File: config.mk
export PLATFORM = sky130hd
export DESIGN_NAME = seg7_scan_driver
export DESIGN_NICKNAME = d
export VERILOG_FILES = /design/src/rtl/seg7_scan_driver.sv
export SDC_FILE = /design/constraint.sdc
export NUM_CORES = 1
export LEC_CHECK = 0
export BUFFER_PORTS_ARGS = -buffer_cell sky130_fd_sc_hd__buf_4
export CAP_MARGIN = 20
export CORE_UTILIZATION = 44
export DETAILED_ROUTE_END_ITERATION = 10
export GPL_ROUTABILITY_DRIVEN = 0
export SETUP_SLACK_MARGIN = 0.2
export SLEW_MARGIN = 0
export SYNTH_ARGS = -nofsm -noshare
export SYNTH_HDL_FRONTEND = slang
export SYNTH_SLANG_ARGS = --single-unit
File: constraint.sdc
create_clock -name clk -period 3.8 [get_ports clk]
set_clock_uncertainty 0.05 [all_clocks]
set_input_delay 0.76 -clock clk [delete_from_list [all_inputs] [get_ports clk]]
set_output_delay 0.76 -clock clk [all_outputs]
set_load 0.005 [all_outputs]
File: src/rtl/seg7_scan_driver.sv
`default_nettype none
// ============================================================================
// Module   : seg7_scan_driver
// Purpose  : Time-multiplexed N-digit 7-segment scan driver. It keeps a
//            double-buffered digit image that is committed only at frame
//            boundaries. It decodes each digit as hex or BCD, suppresses
//            leading zeros and holds every anode off for a guard interval
//            at the start of each slot so the display does not ghost.
// Revision : 1.0 - initial release
// ============================================================================
module seg7_scan_driver #(
  parameter int N_DIGITS       = 4,
  parameter int REFRESH_DIV    = 50000,
  parameter int GUARD          = 2,
  parameter int HEX_MODE       = 1,
  parameter int SEG_ACTIVE_LOW = 1,
  parameter int AN_ACTIVE_LOW  = 1
) (
  input  logic                  clk,
  input  logic                  rst_n,
  input  logic [4*N_DIGITS-1:0] data_in,
  input  logic [N_DIGITS-1:0]   dp_in,
  input  logic [N_DIGITS-1:0]   blank_in,
  input  logic                  lz_suppress,
  input  logic                  load,
  output logic [6:0]            seg_out,
  output logic                  dp_out,
  output logic [N_DIGITS-1:0]   an_out,
  output logic                  frame_done
);

  // --------------------------------------------------------------------------
  // Derived constants
  // --------------------------------------------------------------------------
  localparam int PW = (REFRESH_DIV > 1) ? $clog2(REFRESH_DIV) : 1;
  localparam int IW = (N_DIGITS > 1) ? $clog2(N_DIGITS) : 1;

  localparam logic [PW-1:0]       C_PRESC_LAST = PW'(REFRESH_DIV - 1);
  localparam logic [IW-1:0]       C_IDX_LAST   = IW'(N_DIGITS - 1);
  localparam logic [PW-1:0]       C_GUARD      = PW'(GUARD);
  localparam logic [6:0]          C_SEG_OFF    = (SEG_ACTIVE_LOW != 0) ? 7'h7F : 7'h00;
  localparam logic                C_DP_OFF     = (SEG_ACTIVE_LOW != 0) ? 1'b1 : 1'b0;
  localparam logic [N_DIGITS-1:0] C_AN_OFF     = (AN_ACTIVE_LOW != 0) ?
                                                 {N_DIGITS{1'b1}} : {N_DIGITS{1'b0}};

  // --------------------------------------------------------------------------
  // Digit code to lit-segment set (bit0 = a .. bit6 = g, 1 = lit)
  // --------------------------------------------------------------------------
  function automatic logic [6:0] f_decode(input logic [3:0] code);
    logic [6:0] lit;
    case (code)
      4'h0:    lit = 7'h3F;
      4'h1:    lit = 7'h06;
      4'h2:    lit = 7'h5B;
      4'h3:    lit = 7'h4F;
      4'h4:    lit = 7'h66;
      4'h5:    lit = 7'h6D;
      4'h6:    lit = 7'h7D;
      4'h7:    lit = 7'h07;
      4'h8:    lit = 7'h7F;
      4'h9:    lit = 7'h6F;
      4'hA:    lit = 7'h77;
      4'hB:    lit = 7'h7C;
      4'hC:    lit = 7'h39;
      4'hD:    lit = 7'h5E;
      4'hE:    lit = 7'h79;
      4'hF:    lit = 7'h71;
      default: lit = 7'h00;
    endcase
    // In decimal mode the letter codes have no glyph and stay dark
    if ((HEX_MODE == 0) && (code > 4'd9)) begin
      lit = 7'h00;
    end
    return lit;
  endfunction

  // --------------------------------------------------------------------------
  // Signals
  // --------------------------------------------------------------------------
  logic [PW-1:0]         presc_q, presc_d;
  logic [IW-1:0]         idx_q, idx_d;
  logic                  frame_done_q;
  logic                  w_slot_end;
  logic                  w_wrap;

  logic [4*N_DIGITS-1:0] disp_code_q, disp_code_d;
  logic [N_DIGITS-1:0]   disp_dp_q, disp_dp_d;
  logic [N_DIGITS-1:0]   disp_blank_q, disp_blank_d;
  logic [4*N_DIGITS-1:0] pend_code_q, pend_code_d;
  logic [N_DIGITS-1:0]   pend_dp_q, pend_dp_d;
  logic [N_DIGITS-1:0]   pend_blank_q, pend_blank_d;
  logic                  pend_valid_q, pend_valid_d;

  logic [N_DIGITS-1:0]   w_zero_above;
  logic [N_DIGITS-1:0]   w_idx_onehot;
  logic [3:0]            w_cur_code;
  logic                  w_cur_dp;
  logic                  w_cur_blank;
  logic                  w_cur_zero_above;
  logic                  w_suppress;

  logic [6:0]            w_seg_lit;
  logic                  w_dp_lit;
  logic [N_DIGITS-1:0]   w_an_act;
  logic [6:0]            seg_q, seg_d;
  logic                  dp_q, dp_d;
  logic [N_DIGITS-1:0]   an_q, an_d;

  // --------------------------------------------------------------------------
  // Scan position
  // --------------------------------------------------------------------------
  assign w_slot_end = (presc_q == C_PRESC_LAST);
  assign w_wrap     = w_slot_end && (idx_q == C_IDX_LAST);

  // Next prescaler / digit index: the index steps once per full slot
  always_comb begin
    presc_d = presc_q + PW'(1);
    idx_d   = idx_q;
    if (w_slot_end) begin
      presc_d = '0;
      idx_d   = (idx_q == C_IDX_LAST) ? '0 : idx_q + IW'(1);
    end
  end

  // Scan state registers; frame_done marks the first cycle of a new frame
  always_ff @(posedge clk or negedge rst_n) begin
    if (!rst_n) begin
      presc_q      <= '0;
      idx_q        <= '0;
      frame_done_q <= 1'b0;
    end else begin
      presc_q      <= presc_d;
      idx_q        <= idx_d;
      frame_done_q <= w_wrap;
    end
  end

  // --------------------------------------------------------------------------
  // Double buffer: the display image is only rewritten in the frame_done
  // cycle, so a frame is always drawn from a single consistent image.
  // --------------------------------------------------------------------------

  // Decide what the pending and display images hold next
  always_comb begin
    disp_code_d  = disp_code_q;
    disp_dp_d    = disp_dp_q;
    disp_blank_d = disp_blank_q;
    pend_code_d  = pend_code_q;
    pend_dp_d    = pend_dp_q;
    pend_blank_d = pend_blank_q;
    pend_valid_d = pend_valid_q;
    if (frame_done_q) begin
      if (load) begin
        // A load on the boundary itself bypasses the pending stage
        disp_code_d  = data_in;
        disp_dp_d    = dp_in;
        disp_blank_d = blank_in;
        pend_valid_d = 1'b0;
      end else if (pend_valid_q) begin
        disp_code_d  = pend_code_q;
        disp_dp_d    = pend_dp_q;
        disp_blank_d = pend_blank_q;
        pend_valid_d = 1'b0;
      end
    end else if (load) begin
      pend_code_d  = data_in;
      pend_dp_d    = dp_in;
      pend_blank_d = blank_in;
      pend_valid_d = 1'b1;
    end
  end

  // Pending and display image registers
  always_ff @(posedge clk or negedge rst_n) begin
    if (!rst_n) begin
      disp_code_q  <= '0;
      disp_dp_q    <= '0;
      disp_blank_q <= '0;
      pend_code_q  <= '0;
      pend_dp_q    <= '0;
      pend_blank_q <= '0;
      pend_valid_q <= 1'b0;
    end else begin
      disp_code_q  <= disp_code_d;
      disp_dp_q    <= disp_dp_d;
      disp_blank_q <= disp_blank_d;
      pend_code_q  <= pend_code_d;
      pend_dp_q    <= pend_dp_d;
      pend_blank_q <= pend_blank_d;
      pend_valid_q <= pend_valid_d;
    end
  end

  // --------------------------------------------------------------------------
  // Current digit. The next-state image is used so that a commit in the
  // frame_done cycle is already visible to the first slot of the new frame,
  // even when GUARD is 0.
  // --------------------------------------------------------------------------

  // Flag, per digit, whether it and every more significant digit are zero
  always_comb begin
    logic acc;
    acc          = 1'b1;
    w_zero_above = '0;
    for (int i = N_DIGITS - 1; i >= 0; i--) begin
      acc             = acc & (disp_code_d[4*i +: 4] == 4'h0);
      w_zero_above[i] = acc;
    end
  end

  // Select the fields of the digit being scanned
  always_comb begin
    w_cur_code       = 4'h0;
    w_cur_dp         = 1'b0;
    w_cur_blank      = 1'b0;
    w_cur_zero_above = 1'b0;
    w_idx_onehot     = '0;
    for (int i = 0; i < N_DIGITS; i++) begin
      if (idx_q == IW'(i)) begin
        w_cur_code       = disp_code_d[4*i +: 4];
        w_cur_dp         = disp_dp_d[i];
        w_cur_blank      = disp_blank_d[i];
        w_cur_zero_above = w_zero_above[i];
        w_idx_onehot[i]  = 1'b1;
      end
    end
  end

  // Digit 0 always shows, so a value of zero still reads "0"
  assign w_suppress = lz_suppress && (idx_q != '0) && w_cur_zero_above;

  // --------------------------------------------------------------------------
  // Output stage
  // --------------------------------------------------------------------------

  // Lit set for this cycle: dark during guard, blank_in kills dp too,
  // and a suppressed digit keeps its decimal point
  always_comb begin
    w_seg_lit = 7'h00;
    w_dp_lit  = 1'b0;
    w_an_act  = '0;
    if (presc_q >= C_GUARD) begin
      w_an_act = w_idx_onehot;
      if (!w_cur_blank) begin
        w_dp_lit = w_cur_dp;
        if (!w_suppress) begin
          w_seg_lit = f_decode(w_cur_code);
        end
      end
    end
  end

  // Apply the board polarity to the lit sets
  always_comb begin
    seg_d = (SEG_ACTIVE_LOW != 0) ? ~w_seg_lit : w_seg_lit;
    dp_d  = (SEG_ACTIVE_LOW != 0) ? ~w_dp_lit  : w_dp_lit;
    an_d  = (AN_ACTIVE_LOW  != 0) ? ~w_an_act  : w_an_act;
  end

  // Registered pin drivers; reset forces every pin to its inactive level
  always_ff @(posedge clk or negedge rst_n) begin
    if (!rst_n) begin
      seg_q <= C_SEG_OFF;
      dp_q  <= C_DP_OFF;
      an_q  <= C_AN_OFF;
    end else begin
      seg_q <= seg_d;
      dp_q  <= dp_d;
      an_q  <= an_d;
    end
  end

  assign seg_out    = seg_q;
  assign dp_out     = dp_q;
  assign an_out     = an_q;
  assign frame_done = frame_done_q;

endmodule
`default_nettype wire
Word level (Yosys, flattened, before mapping)
Memory sizes are Yosys's and may differ from the RTL's.
Cells that the tools add are included.
{"block": "classes", "muxes": 39, "add_sub_neg": 2, "n_lt_le_gt_ge": 1, "reduce_logical": 11, "eq_ne": 4, "bitwise": 7}
{"op": "16-bit two-way mux", "count": 4}
{"op": "4-bit two-way mux", "count": 11}
{"op": "7-bit two-way mux", "count": 3}
{"op": "1-bit two-way mux", "count": 20}
{"op": "16-bit by 1-bit adder with 16-bit output (second input constant)", "count": 1}
{"op": "16-bit equality test (second input constant)", "count": 1}
{"op": "16-bit by 2-bit greater-or-equal comparator with 1-bit output (second input constant)", "count": 1}
{"op": "4-bit logical NOT", "count": 4}
{"op": "7-bit inverter", "count": 1}
{"op": "2-bit equality test (second input constant)", "count": 2}
{"op": "4-bit inverter", "count": 1}
{"op": "2-bit nonzero test", "count": 2}
{"op": "1-bit AND", "count": 3}
{"op": "1-bit logical AND", "count": 3}
{"op": "2-bit by 1-bit adder with 2-bit output (second input constant)", "count": 1}
{"op": "2-bit by 1-bit equality test with 1-bit output (second input constant)", "count": 1}
{"op": "2-bit logical NOT", "count": 1}
{"op": "2-bit two-way mux", "count": 1}
{"op": "1-bit inverter", "count": 2}
{"op": "2-bit AND reduction", "count": 1}
{"block": "word_totals", "wordCells": 78, "mem_count": 1, "rom_bits": 112, "input_bits": 28, "regBits": 80, "out_inout_bits": 13}
{"name": "(no name shown)", "words": 16, "width": 7, "read_ports": 1, "rd_ports_with_merged_regs": 0, "write_ports": 0, "line_no": "51", "text": "case (code)"}

Depth between registers and ports, before layout
{"block": "depth", "ltp_word": 16, "ltp_mapped": 12, "depth_no_buf": 10}

Worst setup path after synthesis
No wires, ideal clock.
{"block": "synth_path", "kind": "input to register", "start": "input port load", "end": "register seg_q[3], in the netlist seg_out[3]", "arrival_time_ns": 2.648, "path_stages": 9, "setup_ns": 0.081, "required_time_ns": 3.669, "path_buffers": 1, "path_slack_ns": 1.021, "cell_sequence": "buf_6 > nor2_2 > o21ai_0 > and3_1 > a221oi_1 > inv_1 > ha_1 > o21a_1 > o211ai_1"}
{"block": "synth_between", "elab_chain_len": 15, "word_cells_on_any_way": 29, "cone_classes": "19 x mux; 4 x bitwise; 5 x reduce/logical; 1 x memory"}
{"element": "from (decl)", "line_no": "25", "text": "input logic load,"}
{"element": "16-bit two-way mux", "line_no": "153", "text": "if (load) begin"}
{"element": "16-bit two-way mux", "line_no": "152", "text": "if (frame_done_q) begin"}
{"element": "4-bit logical NOT", "line_no": "206", "text": "acc = acc & (disp_code_d[4*i +: 4] == 4'h0);"}
{"element": "1-bit AND (3 in series)", "line_no": "206"}
{"element": "1-bit two-way mux (4 in series)", "line_no": "219", "text": "if (idx_q == IW'(i)) begin"}
{"element": "1-bit logical AND", "line_no": "230", "text": "assign w_suppress = lz_suppress && (idx_q != '0) && w_cur_zero_above;"}
{"element": "7-bit two-way mux", "line_no": "246", "text": "if (!w_suppress) begin"}
{"element": "7-bit two-way mux (*)", "line_no": "244", "text": "if (!w_cur_blank) begin"}
{"element": "7-bit two-way mux (*)", "line_no": "242", "text": "if (presc_q >= C_GUARD) begin"}
{"element": "7-bit inverter (*)", "line_no": "255", "text": "seg_d = (SEG_ACTIVE_LOW != 0) ? ~w_seg_lit : w_seg_lit;"}
{"element": "via seg_d[3]", "line_no": "105", "text": "logic [6:0] seg_q, seg_d;"}
{"element": "to (signal assigned)", "line_no": "267", "text": "seg_q <= seg_d;"}
{"element": "to (decl)", "line_no": "105"}
The timed path passes the listed nets; every way through them passes the cells marked *.
A chain may end at the register's enable or synchronous reset.

Worst setup path after layout
{"block": "layout_path", "start": "register frame_done_q, in the netlist frame_done", "end": "register seg_q[3], in the netlist seg_out[3]"}
{"block": "layout_between", "word_cells_on_any_way": 27, "cone_classes": "17 x mux; 4 x bitwise; 5 x reduce/logical; 1 x memory"}
{"element": "from (decl)", "line_no": "82", "text": "logic frame_done_q;"}
{"element": "from (signal assigned)", "line_no": "134", "text": "frame_done_q <= w_wrap;"}
{"element": "16-bit two-way mux (*)", "line_no": "152"}
{"element": "via disp_code_d[4]", "line_no": "86", "text": "logic [4*N_DIGITS-1:0] disp_code_q, disp_code_d;"}
{"element": "4-bit logical NOT", "line_no": "206"}
{"element": "1-bit AND (2 in series)", "line_no": "206"}
{"element": "1-bit two-way mux (4 in series)", "line_no": "219"}
{"element": "1-bit logical AND", "line_no": "230"}
{"element": "7-bit two-way mux (*)", "line_no": "246"}
{"element": "7-bit two-way mux (*)", "line_no": "244"}
{"element": "7-bit two-way mux (*)", "line_no": "242"}
{"element": "7-bit inverter (*)", "line_no": "255"}
{"element": "via seg_d[3]", "line_no": "105"}
Marked as above.

==> summary.md <==
| Metric | Value |
|---|---|
| RSZ-0062 raised after global routing | `no` |
| EDFF count, synth | `0` |
| Nets | `451` |
| I/O pin count | `41` |
| CTS buffer count | `9` |
| Worst-path clk slew | `80 ps` |
| Finished Cell Area | `4580 µm²` |
| Dpl ws | `509 ps` |
| Distinct cells, synth | `58` |
| Hold_ws | `325 ps` |
| Clock buffer depth | `2` |
| Top cell type's share of synthesized area | `42.4%` |
| Cell taking the most area after synthesis | `dfrtp_1` |
| Synth top area cells | `dfrtp_1 42%, dfstp_2 7.9%, mux2_2 6.7%, ha_1 3.7%, nand2_1 2.9%` |
| Routed Antenna Nets | `0` |
| CP Capture Type | `register` |
| Critical Path, Cell by Cell | `inv_2, nor2_1, a211oi_2, o2bb2ai_2, a221oi_4, inv_1, ha_1, o21a_1, o211ai_1` |
| Drt drc | `0` |
| Routed WL per cell | `15.9 µm` |
| CP max-delay cell | `dfrtp_1` |
| Total core area | `8760 µm²` |
| VDD IR max | `0.161 mV` |
| Max-slew violation count | `0` |
| Post-DP HPWL | `5800 µm` |
| Worst Path Buf+Inv | `2` |
| CTS sink count | `80` |
| Total gr overflow | `0` |
| Worst EP required | `4020 ps` |
| Status | `completed` |
| CTS tree | `yes` |
| Mapped Area | `4010 µm²` |
| Final period util | `79.8%` |
| Slowest stage delay, CP | `720 ps` |
| Global Route Usage Sum | `18.8%` |
| Final hold violations | `0` |
| Initial Utilization | `45.8%` |
| Worst skew pair latency | `350 ps` |
| CP Max Fanout | `30` |
| PD cells | `336 nW/µm²` |
| Filler cells | `784` |
| First-pass GRT wire length | `14400 µm` |
| DP Area | `4390 µm²` |
| Synth warn | `0` |
| Maxcap violations | `0` |
| Die height | `97.5 µm` |
| Startpoint Class | `register` |
| List of most frequent post-synthesis cells | `68 x dfrtp_1, 31 x nand2_1, 24 x mux2_2` |
| DRT Wirelength | `8360 µm` |
| Die area | `9510 µm²` |
| Ant diodes | `0` |
| Setup WS post-layout | `766 ps` |
| Largest net degree at the start of global routing | `81` |
| Avg Synthesized Cell Area | `10.9 µm²` |
| Layout cell share with drive strength beyond 1 | `27.6%` |
| Worst hold-check path type | `in -> async` |
| CP Class | `reg -> reg` |
| Syn Nets | `409` |
| Sequential area share after synthesis | `50.2%` |
| Vias | `2925` |
| Area Overhead vs Synth | `14.1%` |
| H-tree depth | `3` |
| DR iter-0 viols | `159` |
| Setup TNS | `0 ps` |
| Final Util | `52.3%` |
| Worst rel slew slack | `39.3%` |
| Pre-Repair DR Iteration Count | `4` |
| Top FF cell, synth | `dfrtp_1` |
| Post-CTS setup buffer count | `0` |
| Hold_buf cts | `0` |
| Fmax | `0.330 GHz` |
| Crit path max-delay family | `compound AO/OA/AOI/OAI gates` |
| Avg Vias per Cell | `5.58` |
| Worst slew pin tran | `910 ps` |
| Post-Synthesis Cells | `369` |
| Row count | `34` |
| CTS resizes | `0` |
| Vias in the first global route | `2869` |
| Number of port buffers | `40` |
| Count of final setup violators | `0` |
| Async set-or-reset flop fraction in the synthesized netlist | `100%` |
| CP Data Arrival Time | `3250 ps` |
| Yosys reg bits | `80` |
| Initial antenna violation count | `0` |
| Clock root buffer | `clkbuf_8` |
| Final min period | `3030 ps` |
| Die span in x | `97.5 µm` |
| Lkg Pwr | `1.97 nW` |
| Most frequent cell after synthesis | `dfrtp_1` |
==> flip-flops by register name (all words and copies together) (netlist names), 4 cells and up <==
signal and cells:
an_out 4, disp_blank_q 4, disp_code_q 16, disp_dp_q 4, pend_blank_q 4, pend_code_q 16, pend_dp_q 4, presc_q 16
seg_out 7
==> power breakdown <==
group          internal (mW)  switching (mW)
clock network          0.251           0.297
logic                 0.0510          0.0444
registers              0.882          0.0148
==> area by class of cell <==
cell class                 instances  area (µm²)  share of cell area (%)
tap                              108         135                    2.95
timing repair buffer              48         373                    8.14
clock buffer                      12         145                    3.17
inverter                          16        60.1                    1.31
multi-input combinational        256        1830                    39.9
clock inverter                     4        20.0                   0.437
sequential                        80        2020                    44.0
==> cell usage in the layout (no fill, tap or decap), types with 4 or more instances in the layout <==
cell,n
dfrtp_1,68
buf_4,47
nand2_1,31
mux2_2,24
nand3_1,19
nor2_1,18
o21ai_0,17
inv_1,14
a21oi_1,13
ha_1,12
dfstp_2,12
nand2b_1,10
clkbuf_8,10
o22ai_1,7
a32oi_1,7
nand4_1,6
nor4_1,6
xor2_1,6
xnor2_1,6
nor3_1,5
mux2i_1,5
nor2b_1,4
nand4b_1,4
a221o_1,4
nand3b_1,4
o221ai_1,4
clkinv_2,4
==> worst paths after layout <==
path	start	endpoint	slack [ps]	cells after the start
setup / recovery	frame_done	seg_out[3]	770	9
hold / removal	rst_n	pend_code_q[12]	320	1
setup reg to reg	frame_done	seg_out[3]	770	9
hold reg to reg	presc_q[0]	presc_q[0]	430	1
max in group asynchronous	rst_n	an_out[1]	2710	2
min in group clk	presc_q[0]	presc_q[0]	430	1
==> per-layer routing <==
metal | up-vias | wire length [µm] | GRT usage, %
li1 | 1422 | - | -
met1 | 1434 | 4110 | 27.1
met2 | 59 | 3740 | 27.9
met3 | 10 | 392 | 4.10
met4 | 0 | 116 | 6.45
met5 | - | 0 | 0
==> stage by stage <==
step | std cells | total power, mW
after CTS | 523 | 1.56
after floorplan | 369 | 0.956
after global routing | 524 | 1.62
final | 524 | 1.54
after global placement | 507 | 1.01
after detailed placement | 507 | 1.01
==> worst register-to-register path, delay by kind of cell (launching register included) <==
family | cells | cell delay, ps
compound gates | 5 | 1180
flops | 1 | 720
buf+inv | 2 | 560
fa+ha+maj | 1 | 330
simple gates | 1 | 100
==> cells by family after synthesis <==
group / count (synthesis) / share of synthesized area (%)
AOI/OAI and AO/OA: 75 / 14.2
xor gates and xnor gates: 12 / 2.62
adders and majority gates: 12 / 3.74
buffers and inverters: 33 / 4.24
DFF: 80 / 50.2
muxes: 29 / 7.98
and+or+nand+nor: 128 / 17.0
Note: power is estimated with default switching activity, not from simulation.
